### src/rtl/aig_bist_pkg.sv
// Shared types and helpers for the AIG BIST response path: FSM state
// encoding, default MISR taps/seed, and the single-step MISR update used by
// the upstream pattern source and by models.
package aig_bist_pkg;

  typedef enum logic [1:0] {
    StIdle = 2'd0,
    StRun  = 2'd1,
    StDone = 2'd2
  } misr_state_e;

  localparam int unsigned MisrWidth = 15;

  // x^15 + x + 1; the x^15 term is implicit
  localparam logic [MisrWidth-1:0] DefaultPoly = 15'h0003;
  localparam logic [MisrWidth-1:0] DefaultSeed = 15'h0000;

  // One Galois MISR step: shift left, fold the dropped MSB back through the
  // taps, then XOR in the response vector.
  function automatic logic [MisrWidth-1:0] misr_next(input logic [MisrWidth-1:0] sig,
                                                     input logic [MisrWidth-1:0] resp,
                                                     input logic [MisrWidth-1:0] poly);
    return {sig[MisrWidth-2:0], 1'b0} ^ (sig[MisrWidth-1] ? poly : '0) ^ resp;
  endfunction

endpackage

### src/rtl/misr_core.sv
// Signature register with Galois MISR next-state logic. load (re)seeds the
// register, en folds one response vector in. sig_next exposes the value the
// register would take on an enabled edge so the controller can compare the
// final signature in the same cycle it is produced.
module misr_core
  import aig_bist_pkg::*;
#(
  parameter int unsigned      WIDTH = MisrWidth,
  parameter logic [WIDTH-1:0] POLY  = DefaultPoly
) (
  input  logic             clk,
  input  logic             rst,
  input  logic             load,
  input  logic             en,
  input  logic [WIDTH-1:0] seed,
  input  logic [WIDTH-1:0] resp,
  output logic [WIDTH-1:0] sig,
  output logic [WIDTH-1:0] sig_next
);

  logic [WIDTH-1:0] sig_q;

  // Shift, conditional tap feedback, XOR in the response.
  always_comb begin
    sig_next = {sig_q[WIDTH-2:0], 1'b0} ^ (sig_q[WIDTH-1] ? POLY : '0) ^ resp;
  end

  // Signature register; resp only reaches sig_q through en, so an X on an
  // idle bus never lands in the signature.
  always_ff @(posedge clk) begin
    if (rst || load) begin
      sig_q <= seed;
    end else if (en) begin
      sig_q <= sig_next;
    end
  end

  assign sig = sig_q;

endmodule

### src/rtl/aig_resp_misr.sv
// Response compactor: folds NPAT handshaked response vectors into a MISR and
// reports whether the final signature matches the supplied golden value.
module aig_resp_misr
  import aig_bist_pkg::*;
#(
  parameter int unsigned      WIDTH = MisrWidth,
  parameter logic [WIDTH-1:0] POLY  = DefaultPoly,
  parameter logic [WIDTH-1:0] SEED  = DefaultSeed,
  parameter int unsigned      NPAT  = 16,
  parameter int unsigned      CW    = $clog2(NPAT + 1)
) (
  input  logic             clk,
  input  logic             rst,
  input  logic             start,
  input  logic             in_valid,
  output logic             in_ready,
  input  logic [WIDTH-1:0] in_resp,
  input  logic [WIDTH-1:0] golden,
  output logic [WIDTH-1:0] sig,
  output logic [CW-1:0]    pat_cnt,
  output logic             busy,
  output logic             done,
  output logic             pass
);

  misr_state_e      state_q, state_d;
  logic [CW-1:0]    cnt_q, cnt_d;
  logic             pass_q, pass_d;
  logic             accept;
  logic             load;
  logic [WIDTH-1:0] sig_next;

  misr_core #(
    .WIDTH (WIDTH),
    .POLY  (POLY)
  ) u_misr_core (
    .clk      (clk),
    .rst      (rst),
    .load     (load),
    .en       (accept),
    .seed     (SEED),
    .resp     (in_resp),
    .sig      (sig),
    .sig_next (sig_next)
  );

  // Next-state, counter and verdict logic; start is only honoured outside RUN.
  always_comb begin
    state_d  = state_q;
    cnt_d    = cnt_q;
    pass_d   = pass_q;
    load     = 1'b0;
    in_ready = (state_q == StRun);
    accept   = in_valid & in_ready;
    unique case (state_q)
      StIdle: begin
        if (start) begin
          state_d = StRun;
          cnt_d   = '0;
          load    = 1'b1;
        end
      end
      StRun: begin
        if (accept) begin
          cnt_d = cnt_q + CW'(1);
          // Last vector: the verdict uses the signature this accept produces.
          if (cnt_q == CW'(NPAT - 1)) begin
            state_d = StDone;
            pass_d  = (sig_next == golden);
          end
        end
      end
      StDone: begin
        if (start) begin
          state_d = StRun;
          cnt_d   = '0;
          pass_d  = 1'b0;
          load    = 1'b1;
        end
      end
      default: begin
        state_d = StIdle;
      end
    endcase
  end

  // State, pattern counter and registered verdict.
  always_ff @(posedge clk) begin
    if (rst) begin
      state_q <= StIdle;
      cnt_q   <= '0;
      pass_q  <= 1'b0;
    end else begin
      state_q <= state_d;
      cnt_q   <= cnt_d;
      pass_q  <= pass_d;
    end
  end

  assign pat_cnt = cnt_q;
  assign busy    = (state_q == StRun);
  assign done    = (state_q == StDone);
  assign pass    = pass_q;

endmodule
### config.mk
export PLATFORM = sky130hd
export DESIGN_NAME = aig_resp_misr
export DESIGN_NICKNAME = d
export VERILOG_FILES = /design/src/rtl/aig_bist_pkg.sv /design/src/rtl/misr_core.sv /design/src/rtl/aig_resp_misr.sv
export SDC_FILE = /design/constraint.sdc
export NUM_CORES = 1
export LEC_CHECK = 0
export ABC_CLOCK_PERIOD_IN_PS = 3150
export CELL_PAD_IN_SITES_DETAIL_PLACEMENT = 0
export CELL_PAD_IN_SITES_GLOBAL_PLACEMENT = 1
export CORE_MARGIN = 2
export CORE_UTILIZATION = 33
export DETAILED_ROUTE_END_ITERATION = 8
export PLACE_DENSITY_LB_ADDON = 0.1
export SETUP_SLACK_MARGIN = 0.4
export SLEW_MARGIN = 25
export SYNTH_ARGS = -nofsm -noshare
export SYNTH_HDL_FRONTEND = slang
export SYNTH_SLANG_ARGS = --single-unit
### constraint.sdc
create_clock -name clk -period 3.15 [get_ports clk]
set_input_delay 0.315 -clock clk [delete_from_list [all_inputs] [get_ports clk]]
set_output_delay 0.315 -clock clk [all_outputs]
set_load 0.02 [all_outputs]
**Word level (Yosys, flattened, before mapping)**

Cells that the tools add are included.

- Add/sub/neg operators: 1
- Eq/ne operators: 8
- Mux-type cells: 14
- Bitwise gates (word level): 3
- Reduce and logical (&&, ||, !) cells: 8

Operators with widths:

| kind | count |
|---|---|
| $xor 15x15->15 | 2 |
| $eq 15x15->1 | 1 |
| $mux 5 | 2 |
| $pmux 5 s2 | 1 |
| $mux 2 | 4 |
| $ne 2x1->1 const B | 3 |
| $reduce_and 3->1 | 2 |
| $add 5x1->5 const B | 1 |
| $eq 5x4->1 const B | 1 |
| $mux 1 | 5 |
| $pmux 2 s2 | 1 |
| $reduce_and 4->1 | 1 |
| $reduce_bool 2->1 | 2 |
| $eq 2x1->1 const B | 1 |
| $eq 2x2->1 const B | 1 |
| $logic_not 2->1 | 1 |
| $ne 2x2->1 const B | 1 |
| $pmux 1 s2 | 1 |
| $reduce_or 2->1 | 1 |
| $and 1x1->1 | 1 |
| $logic_or 1x1->1 | 1 |

- Register bits after elaboration: 23
- Input port bits: 34
- Output and inout bits: 24
- Word-level logic and storage cells: 38

**Logic depth before layout (Yosys ltp)**

Gate-level depths: netlist of run 1.

- Word-level depth: 7
- Mapped depth: 7
- Depth with buffers taken out: 7

**By module**

A second synthesis of run 1 with hierarchy kept.

- Cell total of the unflattened synthesis: 118
- Area total of the unflattened synthesis: 1415.1 µm²

Modules (own cells, without submodules):

| module | instances | cells each | area an instance (µm²) | seq. area each (µm²) |
|---|---|---|---|---|
| misr_core | 1 | 51 | 845.8 | 450.4 |
| aig_resp_misr | 1 | 67 | 569.3 | 160.2 |

**Least setup slack after synthesis of run 1**

Ideal clock, no wire load.

- Kind: register -> register
- Start: reg cnt_q[0], in the netlist pat_cnt[0]
- End: reg pass_q, in the netlist pass
- Setup time: 69 ps
- Data arrival time: 1733 ps
- Data required time: 3081 ps
- Setup slack: 1349 ps
- Cell stages (with the launch flop): 8
- Buffers on the path: 0
- Clock period less this slack: 1801 ps
- Cells stage by stage: dfxtp_1 -> ha_1 -> and3_1 -> ha_1 -> nand4b_1 -> nor2_1 -> or4b_1 -> o21ai_1

- Cells in the longest elaborated chain, start to end: 3

Ends and longest elaborated chain:

| item | RTL line | text |
|---|---|---|
| start: declaration | aig_resp_misr.sv:27 | `logic [CW-1:0] cnt_q, cnt_d;` |
| start signal: assignment | aig_resp_misr.sv:95 | `cnt_q <= cnt_d;` |
| $eq 5x4->1 | aig_resp_misr.sv:67 | `if (cnt_q == CW'(NPAT - 1)) begin` |
| $ne 2x1->1 (no line) | -- |  |
| $reduce_and 4->1 (no line) | -- |  |
| end signal: assignment | aig_resp_misr.sv:96 | `pass_q <= pass_d;` |
| end: declaration | aig_resp_misr.sv:28 | `logic pass_q, pass_d;` |

Every way passes these cells.
A chain may end at the register's enable or synchronous reset.

**Worst setup path after layout of run 1**

- Start: reg state_q[0]
- End: out busy

- Cells in the longest elaborated chain, start to end: 1

Ends and longest elaborated chain:

| item | RTL line | text |
|---|---|---|
| start: declaration | aig_resp_misr.sv:26 | `misr_state_e state_q, state_d;` |
| start signal: assignment | aig_resp_misr.sv:90 | `state_q <= StIdle;` |
| start signal: assignment | aig_resp_misr.sv:94 | `state_q <= state_d;` |
| $eq 2x1->1 | aig_resp_misr.sv:101 | `assign busy = (state_q == StRun);` |
| end: declaration | aig_resp_misr.sv:21 | `output logic busy,` |

Every way passes these cells.

==> results of run 1 <==
==> worst paths after layout <==
check,start,endpoint,cells after the start
worst max-delay path,state_q[0]$_SDFFE_PP0P_,busy,2
worst min register to register,pat_cnt[4]$_SDFFE_PP0P_,pat_cnt[4]$_SDFFE_PP0P_,2
worst min-delay path,pat_cnt[4]$_SDFFE_PP0P_,pat_cnt[4]$_SDFFE_PP0P_,2
worst max register to register,pat_cnt[0]$_SDFFE_PP0P_,pass$_SDFFE_PP0P_,7
==> layer usage <==
layer | global-route usage, % | share of wire, %
met5 | 0 | 0
met4 | 5.250 | 1.2
met3 | 3.783 | 7.1
met2 | 24.03 | 50
met1 | 18.02 | 42
==> state kept, by name, summed over array words and instances, names as in the netlist <==
name / cells
state_q: 2
pat_cnt: 5
u_misr_core.sig: 15
pass: 1
==> cell usage in the layout (no fill, tap or decap) <==
cell / count
dfxtp_1: 23
a21oi_1: 6
xnor3_4: 1
and3_1: 1
or4_1: 1
nor2b_1: 1
a211oi_1: 14
inv_1: 3
nand4b_1: 1
or4b_1: 1
or3_1: 1
xor2_1: 3
nor3b_1: 1
clkdlybuf4s50_1: 57
clkbuf_8: 3
xnor2_1: 18
o2111ai_1: 1
clkinv_2: 1
xnor3_1: 12
nor2_1: 19
ha_1: 2
nand2_1: 10
nand3_1: 2
nand2b_1: 2
buf_4: 1
nand4_1: 3
o21ai_1: 1
and3b_1: 1
==> area by class of cell <==
class,instances,area (µm²),share of cell area [%]
clock buffer,3,41.29,2.040
clock inverter,1,5.005,0.2472
inverter,3,11.26,0.5562
multi-input combinational,102,865.8,42.77
sequential,23,460.4,22.74
tap,50,62.56,3.090
timing repair buffer,58,578.1,28.55
==> power by group through the flow <==
stage                     registers, mW  logic, mW  clock network, mW
after floorplan                   0.326     0.0930                  0
after global placement            0.318      0.183                  0
after detailed placement          0.318      0.184                  0
after CTS                         0.311      0.185              0.192
after global routing              0.313      0.197              0.204
final                             0.311      0.181              0.187
==> synthesized netlist by cell type (all sizes together) <==
| master | count | area [µm²] |
|---|---|---|
| dfxtp | 23 | 460.4 |
| nor2b | 1 | 6.260 |
| or4 | 1 | 7.510 |
| nor3b | 1 | 7.510 |
| buf | 2 | 12.51 |
| nand4b | 1 | 8.760 |
| o2111ai | 1 | 8.760 |
| xnor3 | 13 | 296.5 |
| nand2b | 2 | 12.51 |
| or4b | 1 | 10.01 |
| and3b | 1 | 8.760 |
| inv | 3 | 11.26 |
| o21ai | 1 | 5.000 |
| a21oi | 6 | 30.03 |
| xnor2 | 18 | 157.7 |
| and3 | 1 | 6.260 |
| clkbuf | 4 | 15.01 |
| nand4 | 3 | 18.77 |
| nor2 | 19 | 71.32 |
| nand3 | 2 | 10.01 |
| xor2 | 3 | 26.28 |
| a211oi | 14 | 105.1 |
| or3 | 1 | 6.260 |
| nand2 | 10 | 37.54 |
| ha | 2 | 25.02 |
==> through the flow <==
| stage | instance area (µm²) | utilization (%) | setup WS [ns] | cells | total power, mW |
|---|---|---|---|---|---|
| floorplan | 1365 | - | 1.349 | 134 | 0.4188 |
| global placement | 1978 | 49.45 | 1.207 | 236 | 0.5007 |
| detailed placement | 1978 | 49.45 | 1.175 | 236 | 0.5017 |
| CTS | 2024 | 50.61 | 1.199 | 240 | 0.6882 |
| global route | 2024 | 50.61 | 1.035 | 240 | 0.7144 |
| finish | 2024 | 50.61 | 1.229 | 240 | 0.6783 |
==> logic make-up (layout without fill, tap and decap cells) <==
group,count (synthesis),in the layout,synth area share (%)
AND/OR/NAND/NOR,44,44,15.49
AO/OA/AOI/OAI,22,22,10.91
XOR/XNOR,34,34,35.20
adder cells (fa/ha/maj),2,2,1.833
flip-flops,23,23,33.73
buffers and inverters,9,65,2.841
==> worst max-delay path: cells and delay by family (launching register included) <==
kind / cells / cell delay, ns
flip-flops: 1 / 0.42
AND/OR/NAND/NOR: 1 / 0.28
buffers and inverters: 1 / 0.65
==> reports/summary.txt, run 1 <==
Yosys reg bits: 23
CTS resizes: 0
# H-tree levels: 1
Critical Path AT: 1.61 ns
CTS buffer count: 3
Max Freq: 520.6 MHz
leakage power: 0.7873 nW
Max clock buf depth: 2
synthesized area: 1365 µm²
syn nets: 170
Final ANT Viol Nets: 0
IO Port Bufs: 57
core region area: 4000 µm²
minimum clock period: 1.921 ns
post-DR vias/cell: 4.783
Internal: 500.5 µW
RSZ-0062 raised after global routing: false
overall routing resource usage: 14.48%
largest net degree at the start of global routing: 36
worst skew pair latency: 0.27 ns
count of final setup violators: 0
share of power burned in the clock network: 27.5%
DR pass1 iterations: 4
Clock Sinks: 23
Final Hold Viols: 0
Slew HR: 58.43%
die width: 68.32 µm
register share of total power: 45.8%
share of layout cells above drive strength 1: 3.158%
reg-to-reg slack, setup: 1.25 ns
Root Driver: clkbuf_8
combinational share of power: 26.6%
Ant. Diodes: 0
final wirelength: 3.093 mm
Slowest-stage cell, CP: clkdlybuf4s50_1
Syn Area/Cell: 10.19 µm²
gr ovfl total: 0
postcts setup bufs: 0
initial drt markers: 54
PwrDens: 335.1 nW/µm²
HPWL Detailed: 2.424 mm
Ports: 58
clk_skew: 0.006332 ns
Crit Path Max Fanout: 7
synth unique cells: 27
Setup TNS Final: 0 ns
TritonCTS clock tree: built
GP Congestion: 0.7033
YS warnings: 0
Worst setup SP type: register
Die Y-Extent: 68.32 µm
routed vias: 1148
sequential area share after synthesis: 33.73%
Die ar.: 4667 µm²
peak supply drop: 0.0001484 V
slowest cell delay on critical path: 0.65 ns
DRC violations left: 0
WL per Instance: 12.89 µm
Worst Tran Pin Value: 0.6221 ns
worst endpoint required time: 2.83 ns
first-pass GRT wire length: 5.043 mm
nets: 227
cts hold-fix bufs: 0
max-slew violation count: 0
fill count: 376
Switching Share: 26.21%
area growth from synthesis to layout: 48.30%
CP cell instances: nor2b_1 -> clkdlybuf4s50_1
Worst-path clk slew: 0.09 ns
Crit. End Element: output port
Setup Crit Path Kind: register to output port
Max-Cap Viols: 0
row count: 23
NetSw: 177.8 µW
Hold Crit Class: register to register
fin crit share: 60.97%
cell count after synthesis: 134
vias in the first global route: 1112
worst hold slack: 0.4956 ns
Initial Util: 34.13%
status: complete, no violations
antenna violations before repair: 0
(Power assumes the default switching activity.)
==> run 2: changes to the inputs <==
Settings changed: ABC_CLOCK_PERIOD_IN_PS 3150 to 1900, CORE_UTILIZATION 33 to 31.
Clock period 3.15 ns to 1.9 ns, I/O delays scaled along.
==> run 2 against run 1 <==
Hold slack got worse by 0.0048 ns. Via count up 0.70%. Clock skew decreased by 0.0048 ns. Wire length rose by 9.5%. Largest cell class unchanged.
==> reports/summary.txt, run 2 (synthesis results as in run 1) <==
status: complete, no violations
count of final setup violators: 0 (unchanged)
Ports: 58 (unchanged)
# H-tree levels: 1 (unchanged)
leakage power: 1.097 nW (+39%)
Ant. Diodes: 0 (unchanged)
gr ovfl total: 0 (unchanged)
worst skew pair latency: 0.26 ns (about the same)
Max Freq: 584.6 MHz
Final ANT Viol Nets: 0 (unchanged)
register share of total power: 45.8% (about the same)
vias in the first global route: 1168 (+5.0%)
DRC violations left: 0 (unchanged)
fin crit share: 90.03%
Worst setup SP type: register
initial drt markers: 75 (+39%)
total power: 1.121 mW (+65%)
Critical Path AT: 1.90 ns (+0.29 ns)
share of layout cells above drive strength 1: 11.17% (+8.0 points)
Internal: 836.5 µW (+67%)
post-placement cell count: 243 (+3.0%)
peak supply drop: 0.0001999 V (+35%)
HPWL Detailed: 2.549 mm (+5.2%)
minimum clock period: 1.711 ns
cts hold-fix bufs: 0 (unchanged)
row count: 24 (+4.3%)
most common cell after layout, fill and taps aside: clkdlybuf4s50_1
Root Driver: clkbuf_8
RSZ-0062 raised after global routing: true
PwrDens: 518.3 nW/µm² (+55%)
FF+latch area: 469.2 µm² (+1.9%)
first-pass GRT wire length: 5.485 mm (+8.8%)
Crit. End Element: register
Initial Util: 31.79% (-2.3 points)
post-route insts no fill: 249 (+3.8%)
die width: 70.36 µm (+3.0%)
Setup TNS Final: 0 ns (unchanged)
post-DR vias/cell: 4.643 (-2.9%)
DR pass1 iterations: 4 (unchanged)
worst endpoint required time: 2.09 ns (-0.74 ns)
final core utilization: 50.35% (-0.26 points)
worst hold slack: 0.4908 ns (-0.004781 ns)
final wirelength: 3.387 mm (+9.5%)
largest net degree at the start of global routing: 19 (-47%)
Largest register FFs: 15 (unchanged)
nets: 234 (+3.1%)
max-slew violation count: 0 (unchanged)
Clock Sinks: 23 (unchanged)
TritonCTS clock tree: built
share of power burned in the clock network: 26.2% (-1.3 points)
Die ar.: 4951 µm² (+6.1%)
area growth from synthesis to layout: 58.39%
WL per Instance: 13.60 µm (+5.5%)
commonest cells after routing, fill and taps aside: clkdlybuf4s50_1 (38), dfxtp_1 (20), nor2_1 (19), xnor2_1 (18)
GP Congestion: 0.7189 (+2.2%)
NetSw: 284.2 µW (+60%)
clk_skew: 0.001565 ns (-0.004768 ns)
Max-Cap Viols: 0 (unchanged)
CTS buffer count: 3 (unchanged)
routed vias: 1156 (+0.70%)
Worst Tran Pin Value: 0.2449 ns (-0.3772 ns)
antenna violations before repair: 0 (unchanged)
Hold Crit Class: register to register
Setup Crit Path Kind: register to register
Slew HR: 83.56% (+25 points)
overall routing resource usage: 13.92% (-0.56 points)
core region area: 4294 µm² (+7.4%)
Die Y-Extent: 70.36 µm (+3.0%)
Switching Share: 25.36% (-0.85 points)
combinational share of power: 28.0% (+1.4 points)
Worst-path clk slew: 0.08 ns (about the same)
Multi-input gate area: 912.1 µm² (+5.3%)
fill count: 417 (+11%)
Max clock buf depth: 2 (unchanged)
Final Hold Viols: 0 (unchanged)
Crit Path Max Fanout: 3 (-4)
IO Port Bufs: 57 (unchanged)
-- run 2: changes by cell type in the layout (fill, tap and decap cells not counted), moves of 2 or more --
cell and change:
dlymetal6s2s_1 +14, dlygate4sd2_1 +5, dfxtp_1 -3, dfxtp_4 +2
ha_4 +2, clkdlybuf4s50_1 -19, buf_4 +7, ha_1 -2
-- run 2: layout make-up --
type / instances / share of cell area [%]
tap: 52 / 3.009
sequential: 23 / 21.70
inverter: 3 / 0.5208
clock buffer: 4 / 2.083
timing repair buffer: 65 / 30.50
multi-input combinational: 102 / 42.19
-- run 2: final timing paths --
path | depth (start not counted) | slack, ns | end | startpoint
min | 2 | 0.49 | pat_cnt[4]$_SDFFE_PP0P_ | pat_cnt[4]$_SDFFE_PP0P_
max reg2reg | 7 | 0.19 | pass$_SDFFE_PP0P_ | pat_cnt[1]$_SDFFE_PP0P_
max | 7 | 0.19 | pass$_SDFFE_PP0P_ | pat_cnt[1]$_SDFFE_PP0P_
min reg2reg | 2 | 0.49 | pat_cnt[4]$_SDFFE_PP0P_ | pat_cnt[4]$_SDFFE_PP0P_
-- run 2: what timing repair did --
item | 4_1_cts | 5_1_grt
hold endpoints to repair | 0 | 0
resized for setup | 12 | 18
pin swaps | 3 | 4
setup endpoints to repair | 7 | 17
setup buffers | 2 | 0
-- run 2: critical path, stage by stage, from the launching register on --
cell and delay, ns:
dfxtp_4 0.37, ha_4 0.13, and3_4 0.19, ha_4 0.12, nand4b_1 0.14, nor2_1 0.12
or4b_4 0.46, o21ai_2 0.12
-- run 2: metal layers --
layer  track usage [%]  wire, µm  vias up
li1                  -         -      591
met1             17.31      1492      524
met2             23.69      1675       39
met3             3.030       191        2
met4             4.701        27        0
met5                 0         0        -
-- run 2: power by group through the flow --
stage / logic (mW) / registers, mW / clock network, mW
after floorplan: 0.154 / 0.538 / 0
after global placement: 0.317 / 0.523 / 0
after detailed placement: 0.317 / 0.524 / 0
after CTS: 0.318 / 0.513 / 0.308
after global routing: 0.339 / 0.516 / 0.327
final: 0.314 / 0.513 / 0.294
-- run 2: stage by stage --
step / cell area [µm²] / setup slack (ns)
finish: 2162 / 0.1894
global route: 2162 / 0.07601
CTS: 2113 / 0.1858
detailed placement: 2026 / 0.06978
global placement: 2026 / 0.1036
floorplan: 1373 / 0.2485
